**src/rtl/mem_arb_pkg.sv**
```systemverilog
// Shared definitions for the I/D cache line-memory arbiter: FSM encoding,
// default widths and requester indices.
package mem_arb_pkg;

    typedef enum logic [1:0] {
        IDLE   = 2'd0,
        BUSY_I = 2'd1,
        BUSY_D = 2'd2
    } arb_state_t;

    localparam int ADDR_W_DEF = 28;
    localparam int DATA_W_DEF = 128;

    localparam int REQ_I = 0;
    localparam int REQ_D = 1;

    // A requester doing read and write together is served as a write.
    function automatic logic eff_read(input logic rd, input logic wr);
        return rd & ~wr;
    endfunction

endpackage

```
**src/rtl/rr_arb2.sv**
```systemverilog
// Two-requester round-robin picker. On a tie the side that was not served
// last wins; the last-served state is kept by the caller.
module rr_arb2 (
    input  logic [1:0] req,
    input  logic       last,
    output logic [1:0] grant
);

    // one-hot grant selection
    always_comb begin
        grant = 2'b00;
        case (req)
            2'b11:   grant = last ? 2'b01 : 2'b10;
            2'b01:   grant = 2'b01;
            2'b10:   grant = 2'b10;
            default: grant = 2'b00;
        endcase
    end

endmodule

```
**src/rtl/mem_arbiter.sv**
```systemverilog
// Shares a single line-memory port between the I-cache and the D-cache,
// one registered transaction at a time, with round-robin on ties.
module mem_arbiter
    import mem_arb_pkg::*;
#(
    parameter int ADDR_W     = ADDR_W_DEF,
    parameter int DATA_W     = DATA_W_DEF,
    parameter int FIRST_PRIO = 1
) (
    input  logic              clk,
    input  logic              rst_n,
    input  logic              i_read,
    input  logic              i_write,
    input  logic [ADDR_W-1:0] i_addr,
    input  logic [DATA_W-1:0] i_wdata,
    output logic [DATA_W-1:0] i_rdata,
    output logic              i_ready,
    input  logic              d_read,
    input  logic              d_write,
    input  logic [ADDR_W-1:0] d_addr,
    input  logic [DATA_W-1:0] d_wdata,
    output logic [DATA_W-1:0] d_rdata,
    output logic              d_ready,
    output logic              mem_read,
    output logic              mem_write,
    output logic [ADDR_W-1:0] mem_addr,
    output logic [DATA_W-1:0] mem_wdata,
    input  logic [DATA_W-1:0] mem_rdata,
    input  logic              mem_ready,
    output logic              grant_d
);

    // last_srv = 1 means the D-cache was served last; starting "I served"
    // makes D win the first tie when FIRST_PRIO selects D.
    localparam logic LAST_RST = (FIRST_PRIO == 1) ? 1'b0 : 1'b1;

    arb_state_t        state_q, state_d;
    logic              mem_read_q, mem_read_d;
    logic              mem_write_q, mem_write_d;
    logic [ADDR_W-1:0] mem_addr_q, mem_addr_d;
    logic [DATA_W-1:0] mem_wdata_q, mem_wdata_d;
    logic              grant_d_q, grant_d_d;
    logic              last_srv_q, last_srv_d;

    logic [1:0]        req_s;
    logic [1:0]        arb_grant_s;

    assign req_s[REQ_I] = i_read | i_write;
    assign req_s[REQ_D] = d_read | d_write;

    rr_arb2 u_rr_arb2 (
        .req   (req_s),
        .last  (last_srv_q),
        .grant (arb_grant_s)
    );

    // next-state and next mem_* register values
    always_comb begin
        state_d     = state_q;
        mem_read_d  = mem_read_q;
        mem_write_d = mem_write_q;
        mem_addr_d  = mem_addr_q;
        mem_wdata_d = mem_wdata_q;
        grant_d_d   = grant_d_q;
        last_srv_d  = last_srv_q;
        case (state_q)
            IDLE: begin
                if (arb_grant_s[REQ_D]) begin
                    state_d     = BUSY_D;
                    mem_read_d  = eff_read(d_read, d_write);
                    mem_write_d = d_write;
                    mem_addr_d  = d_addr;
                    mem_wdata_d = d_wdata;
                    grant_d_d   = 1'b1;
                end else if (arb_grant_s[REQ_I]) begin
                    state_d     = BUSY_I;
                    mem_read_d  = eff_read(i_read, i_write);
                    mem_write_d = i_write;
                    mem_addr_d  = i_addr;
                    mem_wdata_d = i_wdata;
                    grant_d_d   = 1'b0;
                end else begin
                    mem_read_d  = 1'b0;
                    mem_write_d = 1'b0;
                end
            end
            BUSY_I: begin
                if (mem_ready) begin
                    state_d     = IDLE;
                    mem_read_d  = 1'b0;
                    mem_write_d = 1'b0;
                    last_srv_d  = 1'b0;
                end else begin
                    state_d = BUSY_I;
                end
            end
            BUSY_D: begin
                if (mem_ready) begin
                    state_d     = IDLE;
                    mem_read_d  = 1'b0;
                    mem_write_d = 1'b0;
                    last_srv_d  = 1'b1;
                end else begin
                    state_d = BUSY_D;
                end
            end
            default: begin
                state_d     = IDLE;
                mem_read_d  = 1'b0;
                mem_write_d = 1'b0;
            end
        endcase
    end

    // state and memory-side registers
    always_ff @(posedge clk or negedge rst_n) begin
        if (!rst_n) begin
            state_q     <= IDLE;
            mem_read_q  <= 1'b0;
            mem_write_q <= 1'b0;
            mem_addr_q  <= '0;
            mem_wdata_q <= '0;
            grant_d_q   <= 1'b0;
            last_srv_q  <= LAST_RST;
        end else begin
            state_q     <= state_d;
            mem_read_q  <= mem_read_d;
            mem_write_q <= mem_write_d;
            mem_addr_q  <= mem_addr_d;
            mem_wdata_q <= mem_wdata_d;
            grant_d_q   <= grant_d_d;
            last_srv_q  <= last_srv_d;
        end
    end

    // completion and read data pass straight through to the owner only
    always_comb begin
        i_ready = 1'b0;
        d_ready = 1'b0;
        i_rdata = '0;
        d_rdata = '0;
        if (state_q == BUSY_I) begin
            i_ready = mem_ready;
            i_rdata = mem_rdata;
        end else if (state_q == BUSY_D) begin
            d_ready = mem_ready;
            d_rdata = mem_rdata;
        end else begin
            i_ready = 1'b0;
            d_ready = 1'b0;
        end
    end

    assign mem_read  = mem_read_q;
    assign mem_write = mem_write_q;
    assign mem_addr  = mem_addr_q;
    assign mem_wdata = mem_wdata_q;
    assign grant_d   = grant_d_q;

endmodule

```
**config.mk**
```make
export PLATFORM = sky130hd
export DESIGN_NAME = mem_arbiter
export DESIGN_NICKNAME = d
export VERILOG_FILES = /design/src/rtl/mem_arb_pkg.sv /design/src/rtl/rr_arb2.sv /design/src/rtl/mem_arbiter.sv
export SDC_FILE = /design/constraint.sdc
export NUM_CORES = 1
export LEC_CHECK = 0
export CORE_AREA = 2 2 334 336
export DETAILED_ROUTE_END_ITERATION = 10
export DIE_AREA = 0 0 336 338
export PLACE_DENSITY = 0.3
export SYNTH_ARGS = -nofsm -noshare
export SYNTH_HDL_FRONTEND = slang
export SYNTH_HIERARCHICAL = 1
export SYNTH_SLANG_ARGS = --single-unit
```
**constraint.sdc**
```tcl
create_clock -name clk -period 2.2 [get_ports clk]
set_clock_uncertainty 0.2 [all_clocks]
set_input_delay 0.22 -clock clk [delete_from_list [all_inputs] [get_ports clk]]
set_output_delay 0.22 -clock clk [all_outputs]
set_load 0.005 [all_outputs]
```
; ---- Word level (Yosys, flattened, before mapping)
; Index checks and enable logic that the tools add are counted.
[word_totals]
reg_bits = 162
in_bits = 447
[op_classes]
reduce_logical = 6
n_mux = 28
bitwise_logic = 6
n_eq_ne = 9
[ops]
columns = op, n
row1 = 128-bit two-way mux, 5
row2 = 28-bit two-way mux, 2
row3 = 1-bit two-way mux, 12
row4 = 2-bit case mux with 3 select lines, 2
row5 = 2-bit two-way mux, 4
row6 = 2-bit equality test (second input constant), 3
row7 = 1-bit case mux with 2 select lines, 3
row8 = 2-bit by 1-bit equality test with 1-bit output (second input constant), 2
row9 = 2-bit != test (second input constant), 2
row10 = 2-bit nonzero test, 2
row11 = 3-bit != test (second input constant), 1
row12 = 3-bit AND reduction, 1
row13 = 1-bit bitwise AND, 2
row14 = 2-bit logical NOT, 1
row15 = 2-bit by 1-bit != test with 1-bit output (second input constant), 1
row16 = 1-bit inverter, 2
row17 = 1-bit bitwise OR, 2
row18 = 2-bit AND reduction, 1
row19 = 2-bit OR reduction, 1

; ---- Logic depth before layout (Yosys ltp)
[depth]
depth_word = 6
depth_mapped = 9
depth_no_buf = 5

; ---- Modules after synthesis
; The synthesis kept the hierarchy.
[modules_own_cells]
columns = mod, cells_each, n_inst, area_per_inst_um2, seq_area_each_um2
row1 = mem_arbiter, 1005, 1, 9215.1, 4053.9
row2 = rr_arb2, 3, 1, 18.8, 0.0

; ---- Worst setup path after synthesis
; OpenSTA, ideal clock, no wires.
[synth_path]
path_kind = in2reg
from = input i_write
to = register mem_wdata_q[100] (netlist: mem_wdata[100])
arrival_time_ns = 1.625
stages = 7
path_buffers = 3
setup_ns = 0.132
t_required_ns = 1.868
slack_ns = 0.243
cell_sequence = or2_2 a21boi_0 buf_2 buf_4 buf_2 mux2i_1 o21ai_1
[synth_between]
elab_chain_len = 5
[synth_rtl]
columns = item, line
row1 = from (decl), mem_arbiter.sv:13  ; input logic i_write,
row2 = 1-bit bitwise OR *, mem_arbiter.sv:48  ; assign req_s[REQ_I] = i_read | i_write;
row3 = 2-bit equality test or 2-bit by 1-bit equality test with 1-bit output (tied branches), rr_arb2.sv:12  ; case (req)
row4 = 2-bit case mux with 3 select lines *, rr_arb2.sv:12
row5 = net arb_grant_s[1], mem_arbiter.sv:46  ; logic [1:0] arb_grant_s;
row6 = 2-bit nonzero test (no line), -
row7 = 2-bit AND reduction (no line), -
row8 = to (signal assigned), mem_arbiter.sv:130  ; mem_wdata_q <= mem_wdata_d;
row9 = to (decl), mem_arbiter.sv:41  ; logic [DATA_W-1:0] mem_wdata_q, mem_wdata_d;
; Mark *: on every way through the listed nets, which the timed path passes. The rest lies on a longest branch.
; A chain may end at the register's enable or synchronous reset.

; ---- Worst setup path in the final report
[layout_path]
from = register state_q[0]
to = output d_rdata[96]
[layout_between]
elab_chain_len = 3
[layout_rtl]
columns = item, line
row1 = from (decl), mem_arbiter.sv:37  ; arb_state_t state_q, state_d;
row2 = from (signal assigned), mem_arbiter.sv:126  ; state_q <= state_d;
row3 = 2-bit equality test, mem_arbiter.sv:145  ; end else if (state_q == BUSY_D) begin
row4 = 128-bit two-way mux, mem_arbiter.sv:145
row5 = 128-bit two-way mux *, mem_arbiter.sv:142  ; if (state_q == BUSY_I) begin
row6 = to (decl), mem_arbiter.sv:22  ; output logic [DATA_W-1:0] d_rdata,
; Mark *: on every way between the ends. The rest lies on a longest branch, timed or not.

==> metrics <==
status complete, but fails checks; failing checks negative setup slack; worst r2r dst mem_wdata[113]; Routed Wire Length roughly 75000 um; worst r2r path cells 10; Critical Path Start state_q[0]; CP Capture Type output port; Nets between 2000 and 2500; DRC viols 0; slew margin rel. 0.592; GR Overflow Total 0; syn nets approximately 1500; share of cells above drive strength 1 0.333; Syn-to-layout area delta 147%; routed vias/inst around 3.2; P_leak about 10 nW; WL per Instance roughly 21 um; Tcrit/Tclk final 1.20; initial antenna violation count 25; final hold violation count 0; hold crit path type primary input to asynchronous set/reset pin; final std cells w/o fill 3502; Max Clk Rate 0.379 GHz; Seq/Total Area, Yosys 0.439; Syn Inst Count 1008; Clk pwr share 0.118; leading area contributor after synthesis dfrtp_1; H-tree levels 4; fin util 0.207; CTS clk-pin slew, worst paths around 80 ps; Fin Setup TNS -59240 ps; pin count of the biggest net entering global routing 52; CTS Sinks between 150 and 200; first-pass GRT wire length a little under 100000 um; vias 11100; Req. time, crit path 1780 ps; FP Rows 122; initial core utilization 0.0839; YS warnings 6; Int Pwr around 16 mW; r2r setup slk between 150 and 200 ps; PD cells 1130 nW/um2; IO buf count around 860; DRT iter0 DRCs 325; Clock Path Buffers 2; most common cell after layout, fill and taps aside clkdlybuf4s50_1; Crit Path Max Fanout 7; Final Power between 20 and 30 mW; sequential share of power 0.209; max_cap viols 0; most frequent cells in the layout 604 x clkdlybuf4s50_1, 207 x buf_6, 190 x and2_4, 162 x dfrtp_1, 159 x nand2_1; Die Y 338 um; worst-margin pin slew 613 ps; clk root buf clkbuf_16; number of global-route vias before repair about 12000; crit path kind register to output port; Final Critical Period between 2000 and 3000 ps; DR pass1 iterations 4; Tot GR Track Use 0.124; fraction of power spent switching nets 0.370; worst skew pair latency around 480 ps; Comb pwr share 0.672; global placement routability congestion ~0.77; Setup-failing EPs final 253; Max rail drop VDD between 0.5 and 0.6 mV; r2r startpoint state_q[1]; Synth Register Bits 162; Area contributors post-synth dfrtp_1 44%, and2_1 17%, mux2i_1 17%, o21ai_1 7.4%, nand2_1 6.5%; TritonCTS Buffers 17; end point of the critical path d_rdata[96]; io pins approximately 860; die area 114000 um2; P_sw 9.50 mW; crit path DAT about 2200 ps; post-DP HPWL ~61000 um; Die W roughly 340 um; Mean Syn Cell Area roughly 9.2 um2; Cell Count Post-Placement around 3400; post-synthesis cell type count 27; Startpoint Class register; Final WS setup -441 ps; share of the synthesized area in the top cell type 0.439; Core Region ~110000 um2; CTS tree built; Final Slew Violations 0; unrepaired setup endpoints after global routing yes; Detail Route Antenna Nets 0; Cell Area, Synth 9230 um2
-- worst min path at each step --
stage,end,slack [ps]
after global routing,mem_wdata[122],80
after global placement,mem_wdata[123],40
after floorplan,grant_d,-280
final,mem_wdata[122],60
after detailed placement,mem_wdata[122],40
after CTS,mem_wdata[122],60
-- worst max-delay path, cell delays in order, from the launching register on --
cell and delay, ps:
dfrtp_1 420, buf_6 130, ha_4 180, nor2b_4 130, buf_12 120, buf_12 130, buf_12 130, buf_16 110
buf_8 120, and2_4 140, buf_6 100
-- synth_stat cells, drive strengths merged --
master / number
a22o: 1
nand3: 2
nand2: 159
or4b: 1
mux2i: 156
nand4b: 2
dfrtp: 162
inv: 5
o21ai: 159
mux2: 1
nand2b: 4
a21boi: 2
a32o: 1
o31ai: 1
buf: 42
clkbuf: 39
and2: 257
a31oi: 2
nor2b: 1
or2: 2
ha: 5
nor2: 4
-- state kept, by name, indices dropped and copies added (netlist names) --
register,cells
mem_wdata,128
mem_write,1
mem_read,1
grant_d,1
mem_addr,28
last_srv_q,1
state_q,2
-- layer usage --
layer / GRT usage / vias up / share of wire
met2: 0.240 / 526 / 0.54
met5: 0 / - / 0.00074
met3: 0.0441 / 69 / 0.087
li1: - / 5313 / -
met1: 0.125 / 5208 / 0.35
met4: 0.0292 / 8 / 0.019
-- area by class of cell --
type	instances	area [um2]
multi-input cells	760	5320
flip-flops and latches	162	4050
diodes	7	17.5
repair buffers	1048	10900
well taps	1488	1860
inverters	5	18.8
fillers	12200	87300
clock buffers	18	429
clock inverters	14	128
-- through the flow --
step                setup slack, ps  area (um2)  hold WS, ps
floorplan                       243        9230         -276
global route                   -540       22800         80.9
finish                         -441       22800         55.7
global placement               -429       20400         37.6
detailed placement             -477       20400         42.2
CTS                            -527       21800         61.1
-- cells by family after synthesis --
group,share of synthesized area
AO/OA/AOI/OAI,0.0924
adder cells (fa/ha/maj),0.00678
AND/OR/NAND/NOR,0.250
multiplexers,0.170
buffers and inverters,0.0415
flip-flops,0.439
-- power groups by stage --
stage	sequential (mW)	clock, mW	combinational, mW
final	5.38	3.04	17.3
after detailed placement	5.42	0	14.2
after global placement	5.39	0	14.3
after global routing	5.58	3.32	18.6
after floorplan	5.39	0	4.91
after CTS	5.41	3.27	16.0
-- timing repair --
action                     in CTS  in global routing
hold buffers                    1                  0
cloned                         16                  9
gates resized for setup       827                559
buffers inserted               37                 32
setup endpoints to repair     258                350
hold endpoints to repair      146                  0
pin swaps                      31                  6
Note: power is estimated with default switching activity, not from simulation.
